**src/rtl/int_ctrl_pkg.sv**
```systemverilog
// Shared definitions for the trap source: cause codes, FSM states and the
// cause priority encoder.
package int_ctrl_pkg;

  // Cause codes as seen by NPC on int_pend.
  localparam logic [2:0] INT_NONE          = 3'd0;
  localparam logic [2:0] INT_ILLEGAL_INSTR = 3'd1;
  localparam logic [2:0] INT_ECALL         = 3'd2;
  localparam logic [2:0] INT_BUTTOM        = 3'd3;

  typedef enum logic [1:0] {
    ST_IDLE    = 2'd0,
    ST_REQ     = 2'd1,
    ST_HANDLER = 2'd2
  } state_t;

  // Fixed priority: illegal > ecall > button. One cause per trap.
  function automatic logic [2:0] pick_cause(input logic illegal, input logic ecall,
                                            input logic btn);
    if (illegal)    return INT_ILLEGAL_INSTR;
    else if (ecall) return INT_ECALL;
    else if (btn)   return INT_BUTTOM;
    else            return INT_NONE;
  endfunction

endpackage

```
**src/rtl/int_ctrl_btn_debounce.sv**
```systemverilog
// Push-button conditioning: 2-FF synchronizer, stability counter and a
// rising-edge pulse of the debounced level.
module btn_debounce #(
  parameter int DEBOUNCE_CYCLES = 100000,
  parameter int CNT_W           = 17
) (
  input  logic clk,
  input  logic rst,
  input  logic btn_raw,
  output logic rise
);

  localparam logic [CNT_W-1:0] TC = CNT_W'(DEBOUNCE_CYCLES - 1);

  logic             sync1;
  logic             sync2;
  logic             level;
  logic [CNT_W-1:0] cnt;
  logic             at_tc;

  assign at_tc = (cnt == TC);

  // Synchronize, then accept a new level only after it has been stable for
  // DEBOUNCE_CYCLES consecutive cycles; any return to the old level restarts.
  always_ff @(posedge clk) begin
    if (rst) begin
      sync1 <= 1'b0;
      sync2 <= 1'b0;
      level <= 1'b0;
      cnt   <= '0;
    end else begin
      sync1 <= btn_raw;
      sync2 <= sync1;
      if (sync2 == level) begin
        cnt <= '0;
      end else if (at_tc) begin
        cnt   <= '0;
        level <= sync2;
      end else begin
        cnt <= cnt + 1'b1;
      end
    end
  end

  // High in the cycle whose edge raises the debounced level, so the pending
  // flag in the parent is set on that same edge.
  assign rise = sync2 & ~level & at_tc;

endmodule

```
**src/rtl/int_ctrl.sv**
```systemverilog
// Trap request source for NPC: arbitrates illegal/ecall/button causes,
// handshakes with the pipeline stall and tracks the exception level.
module int_ctrl
  import int_ctrl_pkg::*;
#(
  parameter int DEBOUNCE_CYCLES = 100000,
  parameter int CNT_W           = 17
) (
  input  logic       clk,
  input  logic       rst,
  input  logic       btn_raw,
  input  logic       illegal_ex,
  input  logic       ecall_ex,
  input  logic       sret_ex,
  input  logic       pc_write,
  output logic       int_signal,
  output logic [2:0] int_pend,
  output logic       exl_set,
  output logic       int_taken,
  output logic       nested_err
);

  state_t     state;
  logic [2:0] req_code;
  logic       btn_pending;
  logic       btn_rise;
  logic [2:0] cause;
  logic       btn_take;

  btn_debounce #(
    .DEBOUNCE_CYCLES(DEBOUNCE_CYCLES),
    .CNT_W          (CNT_W)
  ) u_btn_debounce (
    .clk    (clk),
    .rst    (rst),
    .btn_raw(btn_raw),
    .rise   (btn_rise)
  );

  assign cause    = pick_cause(illegal_ex, ecall_ex, btn_pending);
  assign btn_take = int_taken && (int_pend == INT_BUTTOM);

  // Mealy request path: in IDLE the trap must be raised while PC_EX is still
  // the faulting PC. Gated by rst so nothing leaks out during reset.
  always_comb begin
    int_signal = 1'b0;
    int_pend   = INT_NONE;
    int_taken  = 1'b0;
    if (!rst) begin
      case (state)
        ST_IDLE: begin
          if (cause != INT_NONE) begin
            int_signal = 1'b1;
            int_pend   = cause;
            int_taken  = pc_write;
          end
        end
        ST_REQ: begin
          int_signal = 1'b1;
          int_pend   = req_code;
          int_taken  = pc_write;
        end
        default: ;
      endcase
    end
  end

  // Handshake FSM, exception level, sticky nested error and button queue.
  // A new button edge wins over the clear so a second press stays queued.
  always_ff @(posedge clk) begin
    if (rst) begin
      state       <= ST_IDLE;
      req_code    <= INT_NONE;
      exl_set     <= 1'b0;
      nested_err  <= 1'b0;
      btn_pending <= 1'b0;
    end else begin
      if (btn_rise)      btn_pending <= 1'b1;
      else if (btn_take) btn_pending <= 1'b0;

      case (state)
        ST_IDLE: begin
          if (cause != INT_NONE) begin
            if (pc_write) begin
              state   <= ST_HANDLER;
              exl_set <= 1'b1;
            end else begin
              req_code <= cause;
              state    <= ST_REQ;
            end
          end
        end
        ST_REQ: begin
          if (pc_write) begin
            state   <= ST_HANDLER;
            exl_set <= 1'b1;
          end
        end
        ST_HANDLER: begin
          if (illegal_ex || ecall_ex) nested_err <= 1'b1;
          if (sret_ex && pc_write) begin
            state   <= ST_IDLE;
            exl_set <= 1'b0;
          end
        end
        default: state <= ST_IDLE;
      endcase
    end
  end

endmodule

```
**config.mk**
```make
export PLATFORM = sky130hd
export DESIGN_NAME = int_ctrl
export DESIGN_NICKNAME = d
export VERILOG_FILES = /design/src/rtl/int_ctrl_pkg.sv /design/src/rtl/int_ctrl_btn_debounce.sv /design/src/rtl/int_ctrl.sv
export SDC_FILE = /design/constraint.sdc
export NUM_CORES = 1
export LEC_CHECK = 0
export BUFFER_PORTS_ARGS = -buffer_cell sky130_fd_sc_hd__buf_2
export CAP_MARGIN = 20
export CORE_ASPECT_RATIO = 1.1
export CORE_MARGIN = 4
export CORE_UTILIZATION = 35
export DETAILED_ROUTE_END_ITERATION = 10
export GPL_TIMING_DRIVEN = 0
export PLACE_DENSITY_LB_ADDON = 0.12
export SLEW_MARGIN = 30
export SYNTH_ARGS = -nofsm -noshare
export SYNTH_HDL_FRONTEND = slang
export SYNTH_SLANG_ARGS = --single-unit
```
**constraint.sdc**
```tcl
create_clock -name clk -period 3.2 [get_ports clk]
set_input_delay 0.8 -clock clk [delete_from_list [all_inputs] [get_ports clk]]
set_output_delay 0.8 -clock clk [all_outputs]
set_load 0.02 [all_outputs]
```
==> metrics.json, run 1 <==
{
  "report.final.hold_viol_count": {"value": 0},
  "final_global_route_overflow_total": {"value": 0},
  "cap_violations": {"value": 0},
  "netlist.area_leader.share": {"value": 42.9, "unit": "%"},
  "fin_hold_ws": {"value": 0.457, "unit": "ns"},
  "status": {"value": "completed"},
  "simple_gate_fraction_of_synth_area": {"value": 30.5, "unit": "%"},
  "die_w": {"value": 65.2, "unit": "um"},
  "initial_antenna_violation_count": {"value": 0},
  "synthesized_instance_count": {"value": 145},
  "clockBufferDepth": {"value": 2},
  "synth_flop_cell": {"value": "sky130_fd_sc_hd__dfxtp_1"},
  "worst_skew_pair.late_latency": {"value": 0.32, "unit": "ns"},
  "first_pass_grt_wire_length": {"value": 4150, "unit": "um"},
  "postSynth.asyncResetShare": {"value": 0, "unit": "%"},
  "synth_compound_area_share": {"value": 10.6, "unit": "%"},
  "setup.worst_path.start": {"value": "ecall_ex"},
  "yosysSeqAreaShare": {"value": 42.9, "unit": "%"},
  "syn-num-nets": {"value": 154},
  "netlist.top_cell.by_area": {"value": "sky130_fd_sc_hd__dfxtp_1"},
  "number_of_gates_resized_after_cts": {"value": 0},
  "hpwl_dp": {"value": 1810, "unit": "um"},
  "worst-setup-path-type": {"value": "input port to output pin"},
  "tritoncts": {"value": "yes"},
  "cts_hold_buf": {"value": 0},
  "yosys_register_bits": {"value": 27},
  "cts_htree_levels": {"value": 1},
  "post_drt_via_cell_ratio": {"value": 4.96},
  "gp_routability_congestion": {"value": 0.767},
  "setup_total_negative_slack": {"value": 0, "unit": "ns"},
  "dieArea": {"value": 4630, "unit": "um2"},
  "io_pins": {"value": 14},
  "drtIter0Drc": {"value": 37},
  "post_cts.repair.setup_buffers": {"value": 0},
  "layout-area-overhead-vs-synth": {"value": 11.6, "unit": "%"},
  "initial_utilization": {"value": 37.0, "unit": "%"},
  "power_per_cell_area": {"value": 388, "unit": "nW/um2"},
  "report.final.setup_viol": {"value": 0},
  "synth.mux.area_fraction": {"value": 0, "unit": "%"},
  "clock_tree.root_cell": {"value": "sky130_fd_sc_hd__clkbuf_4"},
  "mappedNetlistArea": {"value": 1260, "unit": "um2"},
  "worst_r2r_startpoint": {"value": "u_btn_debounce.cnt[0]"},
  "timing.clock.skew": {"value": 0.00376, "unit": "ns"},
  "ir_drop": {"value": 0.166, "unit": "mV"},
  "timing.final.max_slew_violations": {"value": 0},
  "grt_start_max_net_pins": {"value": 15},
  "clock.fmax": {"value": 390, "unit": "MHz"},
  "hold_class": {"value": "flip-flop to flip-flop"},
  "routed-via-count": {"value": 1036},
  "synthesis.area_per_instance": {"value": 8.70, "unit": "um2"},
  "unrepaired_setup_endpoints_after_global_routing": {"value": "false"},
  "postRouteWirelength": {"value": 2420, "unit": "um"},
  "num-nets-final": {"value": 171},
  "synth_top_family_by_area": {"value": "simple AND/OR/NAND/NOR gates"},
  "synthMostInstantiatedCell": {"value": "sky130_fd_sc_hd__dfxtp_1"},
  "number_of_global_route_vias_before_repair": {"value": 976},
  "total_iterations_of_the_first_detailed_routing_run": {"value": 4},
  "synth.area.top_cells": {"value": "sky130_fd_sc_hd__dfxtp_1 43%, sky130_fd_sc_hd__nor2_1 5.7%, sky130_fd_sc_hd__xnor2_1 4.2%"},
  "total_power": {"value": 546, "unit": "uW"},
  "count_of_flip_flops_with_a_built_in_enable_after_synthesis": {"value": 0},
  "timing.critical_path.required": {"value": 2.40, "unit": "ns"},
  "residual_antenna_violating_net_count_after_detailed_routing": {"value": 0},
  "period_needed": {"value": 2.56, "unit": "ns"},
  "fp.dieH": {"value": 71.0, "unit": "um"},
  "adder_cell_area_share_of_the_yosys_netlist": {"value": 1.98, "unit": "%"},
  "worst-r2r-setup-slack": {"value": 1.31, "unit": "ns"},
  "post_synth_most_frequent_cells": {"value": "27 x sky130_fd_sc_hd__dfxtp_1, 19 x sky130_fd_sc_hd__nor2_1, 10 x sky130_fd_sc_hd__nand2_1"},
  "clock_sinks": {"value": 27},
  "port-buffer-count": {"value": 12},
  "critical_path.endpoint_type": {"value": "output pin"},
  "power.static_leakage": {"value": 0.499, "unit": "nW"},
  "num_antenna_cells": {"value": 0},
  "post_synth_num_cell_types": {"value": 36},
  "cts-buffers-inserted": {"value": 3},
  "crit-reg2reg-capture": {"value": "u_btn_debounce.cnt[3]"},
  "xor_xnor_share_of_the_synthesized_area": {"value": 8.33, "unit": "%"},
  "ys.warnings.count": {"value": 0},
  "clkTransAtPathRegs": {"value": 0.14, "unit": "ns"},
  "wl_per_cell": {"value": 11.6, "unit": "um"},
  "core.rowCount": {"value": 22},
  "final_core_util": {"value": 41.2, "unit": "%"},
  "timing.critical_path.from_type": {"value": "input port"},
  "min_period_over_period": {"value": 80.1, "unit": "%"},
  "detail_route.drc_violations": {"value": 0},
  "groute.usage.overall": {"value": 10.9, "unit": "%"},
  "worstSetupEndpoint": {"value": "int_taken"},
  "drive_gt1_share": {"value": 14.9, "unit": "%"},
  "cp_max_fo": {"value": 5},
  "timing.critical_path.arrival": {"value": 1.76, "unit": "ns"},
  "timing.reg2reg.worst_path_depth": {"value": 7},
  "core_area": {"value": 3410, "unit": "um2"}
}
sequential cells by signal (all words and copies together) (netlist names):
name                  count
u_btn_debounce.cnt       17
u_btn_debounce.sync2      1
nested_err                1
req_code                  2
u_btn_debounce.level      1
btn_pending               1
u_btn_debounce.sync1      1
exl_set                   1
state                     2
metrics by stage:
step	setup WS (ns)	instances	area, um2
floorplan	0.913	145	1260
global placement	0.645	205	1380
detailed placement	0.651	205	1380
CTS	0.650	209	1410
global route	0.592	209	1410
finish	0.637	209	1410
final cells by class:
class | instances | area, um2
Multi-Input combinational cell | 105 | 652
Sequential cell | 27 | 541
Fill cell | 383 | 2010
Tap cell | 48 | 60.1
Clock buffer | 4 | 26.3
Timing Repair Buffer | 12 | 60.1
Inverter | 8 | 30.0
Buffer | 5 | 38.8
power breakdown:
| group | switching, mW | internal, mW | total [mW] | leakage [nW] |
|---|---|---|---|---|
| Clock | 0.0971 | 0.0488 | 0.146 | 0.0150 |
| Combinational | 0.0301 | 0.0203 | 0.0504 | 0.265 |
| Sequential | 0.00559 | 0.344 | 0.349 | 0.219 |
| Total | 0.133 | 0.413 | 0.546 | 0.499 |
worst max-delay path, cell delays in order:
cell and delay, ns:
sky130_fd_sc_hd__buf_2 0.12, sky130_fd_sc_hd__nor4_1 0.41, sky130_fd_sc_hd__or2_2 0.21, sky130_fd_sc_hd__nor2_1 0.04
sky130_fd_sc_hd__buf_2 0.17
routing by layer:
layer,vias up,track usage [%],part of all wire [%]
li1,542,-,-
met1,476,14.0,48
met2,16,18.2,47
met3,2,2.06,4.6
met4,0,3.92,0.62
met5,-,0,0
layout by cell type, fill, tap and decap left out, types with 4 or more instances in the layout:
master / instances
sky130_fd_sc_hd__xnor2_1: 6
sky130_fd_sc_hd__xor2_1: 6
sky130_fd_sc_hd__buf_2: 13
sky130_fd_sc_hd__nor2b_1: 4
sky130_fd_sc_hd__inv_1: 8
sky130_fd_sc_hd__a21oi_1: 9
sky130_fd_sc_hd__nand3_1: 8
sky130_fd_sc_hd__nor4_1: 4
sky130_fd_sc_hd__nand2_1: 10
sky130_fd_sc_hd__dfxtp_1: 27
sky130_fd_sc_hd__nor2_1: 19
sky130_fd_sc_hd__nand4_1: 4
sky130_fd_sc_hd__nor3_1: 4
cell families (layout without fill, tap and decap cells):
kind of cell             after synthesis  count (layout)
AO/OA/AOI/OAI                         21              21
XOR/XNOR                              12              12
adder cells (fa/ha/maj)                2               2
buffers and inverters                 13              29
flip-flops                            27              27
other                                  1               1
AND/OR/NAND/NOR                       69              69
how the worst min path moves through the flow:
stage                         start                   end  slack, ns  cells past startpoint
2_1_floorplan  u_btn_debounce.sync1  u_btn_debounce.sync2       0.41                      1
3_3_place_gp   u_btn_debounce.sync1  u_btn_debounce.sync2       0.42                      1
3_5_place_dp   u_btn_debounce.sync1  u_btn_debounce.sync2       0.43                      1
4_1_cts        u_btn_debounce.sync1  u_btn_debounce.sync2       0.46                      1
5_1_grt        u_btn_debounce.sync1  u_btn_debounce.sync2       0.47                      1
6_report       u_btn_debounce.sync1  u_btn_debounce.sync2       0.46                      1
Power figures use the tool's default switching activity.
==> run 2, diff against run 1 <==
--- a/config.mk
+++ b/config.mk
@@ -5,6 +5,7 @@
 export SDC_FILE = /design/constraint.sdc
 export NUM_CORES = 1
 export LEC_CHECK = 0
+export ABC_AREA = 1
 export BUFFER_PORTS_ARGS = -buffer_cell sky130_fd_sc_hd__buf_2
 export CAP_MARGIN = 20
 export CORE_ASPECT_RATIO = 1.1
==> constraint.sdc (replaced) <==
create_clock -name clk -period 2.6 [get_ports clk]
set_input_delay 0.65 -clock clk [delete_from_list [all_inputs] [get_ports clk]]
set_output_delay 0.65 -clock clk [all_outputs]
set_load 0.02 [all_outputs]
==> metrics.json, run 2 <==
{
  "status": {"value": "completed"},
  "timing.critical_path.arrival": {"value": 1.43, "unit": "ns"},
  "count_of_flip_flops_with_a_built_in_enable_after_synthesis": {"value": 0},
  "timing.critical_path.from_type": {"value": "input port"},
  "synth.area.top_cells": {"value": "sky130_fd_sc_hd__dfxtp_1 39%, sky130_fd_sc_hd__nand2_1 9.9%, sky130_fd_sc_hd__nor2_1 9.1%"},
  "largest-register": {"value": "u_btn_debounce.cnt"},
  "total_iterations_of_the_first_detailed_routing_run": {"value": 4},
  "drive_gt1_share": {"value": 14.8, "unit": "%"},
  "worst_skew_pair.late_latency": {"value": 0.29, "unit": "ns"},
  "netlist.area_leader.share": {"value": 38.5, "unit": "%"},
  "hpwl_dp": {"value": 2150, "unit": "um"},
  "core_area": {"value": 3740, "unit": "um2"},
  "power_per_cell_area": {"value": 483, "unit": "nW/um2"},
  "worst-setup-path-type": {"value": "input port to output pin"},
  "clock_tree.root_cell": {"value": "sky130_fd_sc_hd__clkbuf_8"},
  "instances_no_fill": {"value": 266},
  "yosys_register_bits": {"value": 27},
  "leading_cell_type_in_the_layout_fill_and_taps_excluded": {"value": "sky130_fd_sc_hd__nand2_1"},
  "wl_per_cell": {"value": 10.4, "unit": "um"},
  "min_period_over_period": {"value": 79.9, "unit": "%"},
  "cp_max_fo": {"value": 6},
  "syn-num-nets": {"value": 209},
  "postRouteWirelength": {"value": 2780, "unit": "um"},
  "synthesized_instance_count": {"value": 200},
  "critical_path.slowest_cell": {"value": "sky130_fd_sc_hd__buf_2"},
  "clock_sinks": {"value": 27},
  "post_synth_most_frequent_cells": {"value": "37 x sky130_fd_sc_hd__nand2_1, 34 x sky130_fd_sc_hd__nor2_1, 30 x sky130_fd_sc_hd__inv_1"},
  "fp.dieH": {"value": 74.4, "unit": "um"},
  "tritoncts": {"value": "yes"},
  "critical_path.endpoint_type": {"value": "output pin"},
  "placed_instance_count": {"value": 262},
  "num-nets-final": {"value": 226},
  "ys.warnings.count": {"value": 0},
  "power.static_leakage": {"value": 0.613, "unit": "nW"},
  "groute.usage.overall": {"value": 12.5, "unit": "%"},
  "core.rowCount": {"value": 23},
  "crit_chain": {"value": "buf_2 > inv_1 > nand2_1 > nand3_1 > nand2_1 > inv_1 > nor2_1 > buf_2"},
  "report.final.hold_viol_count": {"value": 0},
  "post_synth_num_cell_types": {"value": 27},
  "reg.largest.list": {"value": "u_btn_debounce.cnt x17, req_code x2, state x2"},
  "synthMostInstantiatedCell": {"value": "sky130_fd_sc_hd__nand2_1"},
  "post_cts.repair.setup_buffers": {"value": 0},
  "die_w": {"value": 68.4, "unit": "um"},
  "timing.final.max_slew_violations": {"value": 0},
  "clock.fmax": {"value": 481, "unit": "MHz"},
  "number_of_gates_resized_after_cts": {"value": 0},
  "ir_drop": {"value": 0.248, "unit": "mV"},
  "clockBufferDepth": {"value": 2},
  "initial_utilization": {"value": 37.5, "unit": "%"},
  "detail_route.drc_violations": {"value": 0},
  "clkTransAtPathRegs": {"value": 0.10, "unit": "ns"},
  "layout-area-overhead-vs-synth": {"value": 12.2, "unit": "%"},
  "postSynth.asyncResetShare": {"value": 0, "unit": "%"},
  "cp_num_buf_inv": {"value": 4},
  "drtIter0Drc": {"value": 51},
  "final_global_route_overflow_total": {"value": 0},
  "gp_routability_congestion": {"value": 0.787},
  "mappedNetlistArea": {"value": 1400, "unit": "um2"},
  "timing.critical_path.max_delay_family": {"value": "buffers and inverters"},
  "synth_flop_cell": {"value": "sky130_fd_sc_hd__dfxtp_1"},
  "number_of_global_route_vias_before_repair": {"value": 1148},
  "cpPeakStageDelay": {"value": 0.17, "unit": "ns"},
  "timing.critical_path.required": {"value": 1.95, "unit": "ns"},
  "residual_antenna_violating_net_count_after_detailed_routing": {"value": 0},
  "io_pins": {"value": 14},
  "cap_violations": {"value": 0},
  "netlist.top_cell.by_area": {"value": "sky130_fd_sc_hd__dfxtp_1"},
  "unrepaired_setup_endpoints_after_global_routing": {"value": "false"},
  "report.final.setup_viol": {"value": 0},
  "first_pass_grt_wire_length": {"value": 4920, "unit": "um"},
  "cts_htree_levels": {"value": 1},
  "layout_common_cells": {"value": "37 x sky130_fd_sc_hd__nand2_1, 34 x sky130_fd_sc_hd__nor2_1, 30 x sky130_fd_sc_hd__inv_1"},
  "timing.clock.skew": {"value": 0.0128, "unit": "ns"},
  "initial_antenna_violation_count": {"value": 0},
  "hold_class": {"value": "flip-flop to flip-flop"},
  "synthesis.area_per_instance": {"value": 7.01, "unit": "um2"},
  "setup_total_negative_slack": {"value": 0, "unit": "ns"},
  "cts-buffers-inserted": {"value": 3},
  "period_needed": {"value": 2.08, "unit": "ns"},
  "routed-via-count": {"value": 1247},
  "cts_hold_buf": {"value": 0},
  "port-buffer-count": {"value": 12},
  "post_drt_via_cell_ratio": {"value": 4.69},
  "dieArea": {"value": 5090, "unit": "um2"},
  "num_antenna_cells": {"value": 0},
  "grt_start_max_net_pins": {"value": 17},
  "yosysSeqAreaShare": {"value": 38.5, "unit": "%"},
  "largest_reg_flops": {"value": 17}
}
## run 2: cell types whose count changed in the layout (fill, tap and decap cells not counted), sizes merged, moves of 3 or more
cell / previous run / this run
a21oi: 9 / 14
and4: 3 / 0
inv: 8 / 31
nand2: 10 / 40
nand3: 8 / 15
nand4: 4 / 9
nor2: 19 / 39
nor2b: 4 / 0
nor3: 4 / 7
nor4: 5 / 0
o31ai: 3 / 0
or2: 3 / 0
or4: 3 / 0
xnor2: 6 / 2
## run 2: final cells by class
| type | count | area, um2 |
|---|---|---|
| fillers | 397 | 2170 |
| multi-input cells | 139 | 727 |
| clock inverters | 1 | 7.51 |
| well taps | 50 | 62.6 |
| plain buffers | 3 | 18.8 |
| clock buffers | 3 | 41.3 |
| repair buffers | 12 | 60.1 |
| inverters | 31 | 116 |
| flip-flops and latches | 27 | 541 |
## run 2: kinds of logic (layout without fill, tap and decap cells)
| logic type | Yosys count | after routing | synth area share (%) |
|---|---|---|---|
| AOI/OAI and AO/OA | 20 | 20 | 7.40 |
| xor gates and xnor gates | 6 | 6 | 3.75 |
| adders and majority gates | 2 | 2 | 1.78 |
| buffers and inverters | 34 | 50 | 9.63 |
| DFF | 27 | 27 | 38.5 |
| other | 1 | 1 | 0.267 |
| and+or+nand+nor | 110 | 110 | 38.6 |
## run 2: through the flow
step / setup slack [ns] / power [mW] / hold WS [ns] / instance area, um2 / utilization (%)
global placement: 0.486 / 0.517 / 0.394 / 1530 / 40.8
CTS: 0.518 / 0.772 / 0.408 / 1570 / 42.1
global route: 0.374 / 0.801 / 0.474 / 1570 / 42.1
floorplan: 0.569 / 0.492 / 0.388 / 1400 / -
detailed placement: 0.522 / 0.515 / 0.392 / 1530 / 40.8
finish: 0.522 / 0.761 / 0.406 / 1570 / 42.1
## run 2: tightest hold or removal path, stage by stage, from the launching register on
cell                      delay (ns)
sky130_fd_sc_hd__dfxtp_1        0.31
sky130_fd_sc_hd__inv_1          0.04
sky130_fd_sc_hd__nor2_1         0.03
## run 2: final timing paths
check                           cells past startpoint                  start  slack, ns                      to
worst min register to register                      2   u_btn_debounce.sync1       0.41    u_btn_debounce.sync2
worst min-delay path                                2   u_btn_debounce.sync1       0.41    u_btn_debounce.sync2
worst max register to register                      9  u_btn_debounce.cnt[0]       1.11  u_btn_debounce.cnt[12]
worst max-delay path                                8             illegal_ex       0.52               int_taken
## run 2: metal layers
metal | share of wire [%] | track usage [%]
met3 | 3.3 | 2.72
met5 | 0 | 0
met4 | 2.0 | 5.30
met2 | 45 | 19.7
met1 | 50 | 16.5
## run 2: report_power, final
part | switching [mW] | total, mW | internal (mW)
clock | 0.146 | 0.256 | 0.109
combinational | 0.0501 | 0.0756 | 0.0256
sequential | 0.00571 | 0.430 | 0.424
==> run 3, diff against run 2 <==
--- a/config.mk
+++ b/config.mk
@@ -5,7 +5,7 @@
 export SDC_FILE = /design/constraint.sdc
 export NUM_CORES = 1
 export LEC_CHECK = 0
-export ABC_AREA = 1
+export ABC_AREA = 0
 export BUFFER_PORTS_ARGS = -buffer_cell sky130_fd_sc_hd__buf_2
 export CAP_MARGIN = 20
 export CORE_ASPECT_RATIO = 1.1
==> constraint.sdc (replaced) <==
create_clock -name clk -period 2.15 [get_ports clk]
set_input_delay 0.5375 -clock clk [delete_from_list [all_inputs] [get_ports clk]]
set_output_delay 0.5375 -clock clk [all_outputs]
set_load 0.02 [all_outputs]
==> metrics.json, run 3 (synthesis gave the netlist of run 1 again) <==
{
  "gp_routability_congestion": {"value": 0.767},
  "final_global_route_overflow_total": {"value": 0},
  "cpPeakStageDelay": {"value": 0.39, "unit": "ns"},
  "leading_cell_type_in_the_layout_fill_and_taps_excluded": {"value": "sky130_fd_sc_hd__dfxtp_1"},
  "core_area": {"value": 3410, "unit": "um2"},
  "clock_sinks": {"value": 27},
  "holdPathEnd": {"value": "exl_set"},
  "timing.clock.skew": {"value": 0.00359, "unit": "ns"},
  "groute.usage.overall": {"value": 10.9, "unit": "%"},
  "largest-register": {"value": "u_btn_debounce.cnt"},
  "wl_per_cell": {"value": 11.6, "unit": "um"},
  "report.final.setup_viol": {"value": 0},
  "reg.largest.list": {"value": "u_btn_debounce.cnt x17, req_code x2, state x2"},
  "worst_r2r_startpoint": {"value": "u_btn_debounce.cnt[0]"},
  "num-nets-final": {"value": 171},
  "largest_reg_flops": {"value": 17},
  "crit_chain": {"value": "nor4_2 > or2_2 > nor2_1 > buf_2"},
  "unrepaired_setup_endpoints_after_global_routing": {"value": "false"},
  "cts_hold_buf": {"value": 0},
  "timing.reg2reg.worst_path_depth": {"value": 7},
  "timing.final.max_slew_violations": {"value": 0},
  "routed-via-count": {"value": 1045},
  "dieArea": {"value": 4630, "unit": "um2"},
  "layout_common_cells": {"value": "27 x sky130_fd_sc_hd__dfxtp_1, 19 x sky130_fd_sc_hd__nor2_1, 13 x sky130_fd_sc_hd__buf_2"},
  "cts_htree_levels": {"value": 1},
  "fp.dieH": {"value": 71.0, "unit": "um"},
  "post_drt_via_cell_ratio": {"value": 5.00},
  "clock.fmax": {"value": 493, "unit": "MHz"},
  "power.static_leakage": {"value": 0.500, "unit": "nW"},
  "placement.cell_area": {"value": 1380, "unit": "um2"},
  "total_iterations_of_the_first_detailed_routing_run": {"value": 4},
  "setup_total_negative_slack": {"value": 0, "unit": "ns"},
  "hold_class": {"value": "input port to flip-flop"},
  "power_per_cell_area": {"value": 575, "unit": "nW/um2"},
  "min-delay-start": {"value": "sret_ex"},
  "io_pins": {"value": 14},
  "timing.critical_path.from_type": {"value": "flip-flop"},
  "timing.critical_path.required": {"value": 1.61, "unit": "ns"},
  "drive_gt1_share": {"value": 15.5, "unit": "%"},
  "clkTransAtPathRegs": {"value": 0.14, "unit": "ns"},
  "cp_max_fo": {"value": 6},
  "number_of_cells_on_the_worst_hold_path": {"value": 2},
  "number_of_global_route_vias_before_repair": {"value": 976},
  "tritoncts": {"value": "yes"},
  "hpwl_dp": {"value": 1810, "unit": "um"},
  "crit-reg2reg-capture": {"value": "u_btn_debounce.cnt[3]"},
  "status": {"value": "completed"},
  "final_area": {"value": 1410, "unit": "um2"},
  "cts-buffers-inserted": {"value": 3},
  "layout_setup_ws": {"value": 0.123, "unit": "ns"},
  "residual_antenna_violating_net_count_after_detailed_routing": {"value": 0},
  "instances_no_fill": {"value": 209},
  "post-place-ws": {"value": 0.126, "unit": "ns"},
  "period_needed": {"value": 2.03, "unit": "ns"},
  "layout-area-overhead-vs-synth": {"value": 12.1, "unit": "%"},
  "timing.critical_path.arrival": {"value": 1.49, "unit": "ns"},
  "die_w": {"value": 65.2, "unit": "um"},
  "post_cts.repair.setup_buffers": {"value": 0},
  "drtIter0Drc": {"value": 39},
  "total_power": {"value": 813, "unit": "uW"},
  "min_period_over_period": {"value": 94.3, "unit": "%"},
  "critical_path.endpoint_type": {"value": "output pin"},
  "critical_path.slowest_cell": {"value": "sky130_fd_sc_hd__dfxtp_1"},
  "port-buffer-count": {"value": 12},
  "clockBufferDepth": {"value": 2},
  "setup.worst_path.start": {"value": "state[0]"},
  "core.rowCount": {"value": 22},
  "first_pass_grt_wire_length": {"value": 4150, "unit": "um"},
  "grt_start_max_net_pins": {"value": 15},
  "report.final.hold_viol_count": {"value": 0},
  "num_antenna_cells": {"value": 0},
  "clock_tree.root_cell": {"value": "sky130_fd_sc_hd__clkbuf_4"},
  "placed_instance_count": {"value": 205},
  "cap_violations": {"value": 0},
  "detail_route.drc_violations": {"value": 0},
  "initial_utilization": {"value": 37.0, "unit": "%"},
  "postRouteWirelength": {"value": 2410, "unit": "um"},
  "worst-r2r-setup-slack": {"value": 0.25, "unit": "ns"},
  "final_core_util": {"value": 41.4, "unit": "%"},
  "ir_drop": {"value": 0.248, "unit": "mV"},
  "fin_hold_ws": {"value": 0.415, "unit": "ns"},
  "worst_skew_pair.late_latency": {"value": 0.32, "unit": "ns"},
  "worst-setup-path-type": {"value": "flip-flop to output pin"},
  "initial_antenna_violation_count": {"value": 0}
}
==> run 3: changes by cell type in the layout (fill, tap and decap cells not counted), sizes merged, moves of 4 or more <==
cell and delta:
nand4 -5, a21oi -5, inv -23, nor2 -20, nand3 -7, nor4 +5
nor2b +4, nand2 -30, xnor2 +4
==> run 3: routing by layer <==
layer | routed length, um | vias to the layer above | track usage [%]
met2 | 1110 | 15 | 18.2
met5 | 0 | - | 0
met3 | 95 | 4 | 2.06
li1 | - | 543 | -
met1 | 1180 | 483 | 14.0
met4 | 27 | 0 | 3.92
==> run 3: cell type report <==
type,instances,area [um2]
well taps,48,60.1
flip-flops and latches,27,541
plain buffers,5,38.8
inverters,8,30.0
fillers,383,2000
repair buffers,12,60.1
multi-input cells,105,658
clock buffers,4,26.3
==> run 3: worst max-delay path: cells and delay by family, from the launching register on <==
kind                   cells  cell delay, ns
flip-flops                 1            0.39
buffers and inverters      1            0.17
AND/OR/NAND/NOR            3            0.61
==> run 3: worst max path at each step <==
stage / slack [ns] / cells past startpoint / end
finish: 0.12 / 4 / int_taken
global route: 0.04 / 4 / int_taken
CTS: 0.02 / 4 / int_taken
detailed placement: 0.13 / 5 / int_taken
global placement: 0.12 / 5 / int_taken
floorplan: 0.39 / 2 / int_pend[1]
==> run 3: report_power, final <==
| group | switching (mW) | leakage, nW | internal [mW] |
|---|---|---|---|
| clock | 0.145 | 0.0150 | 0.0726 |
| combinational | 0.0448 | 0.266 | 0.0306 |
| sequential | 0.00870 | 0.219 | 0.512 |
==> run 3: repair_timing <==
item / in CTS / in global routing
setup endpoints to repair: 0 / 1
hold endpoints to repair: 0 / 0
resized for setup: 0 / 1
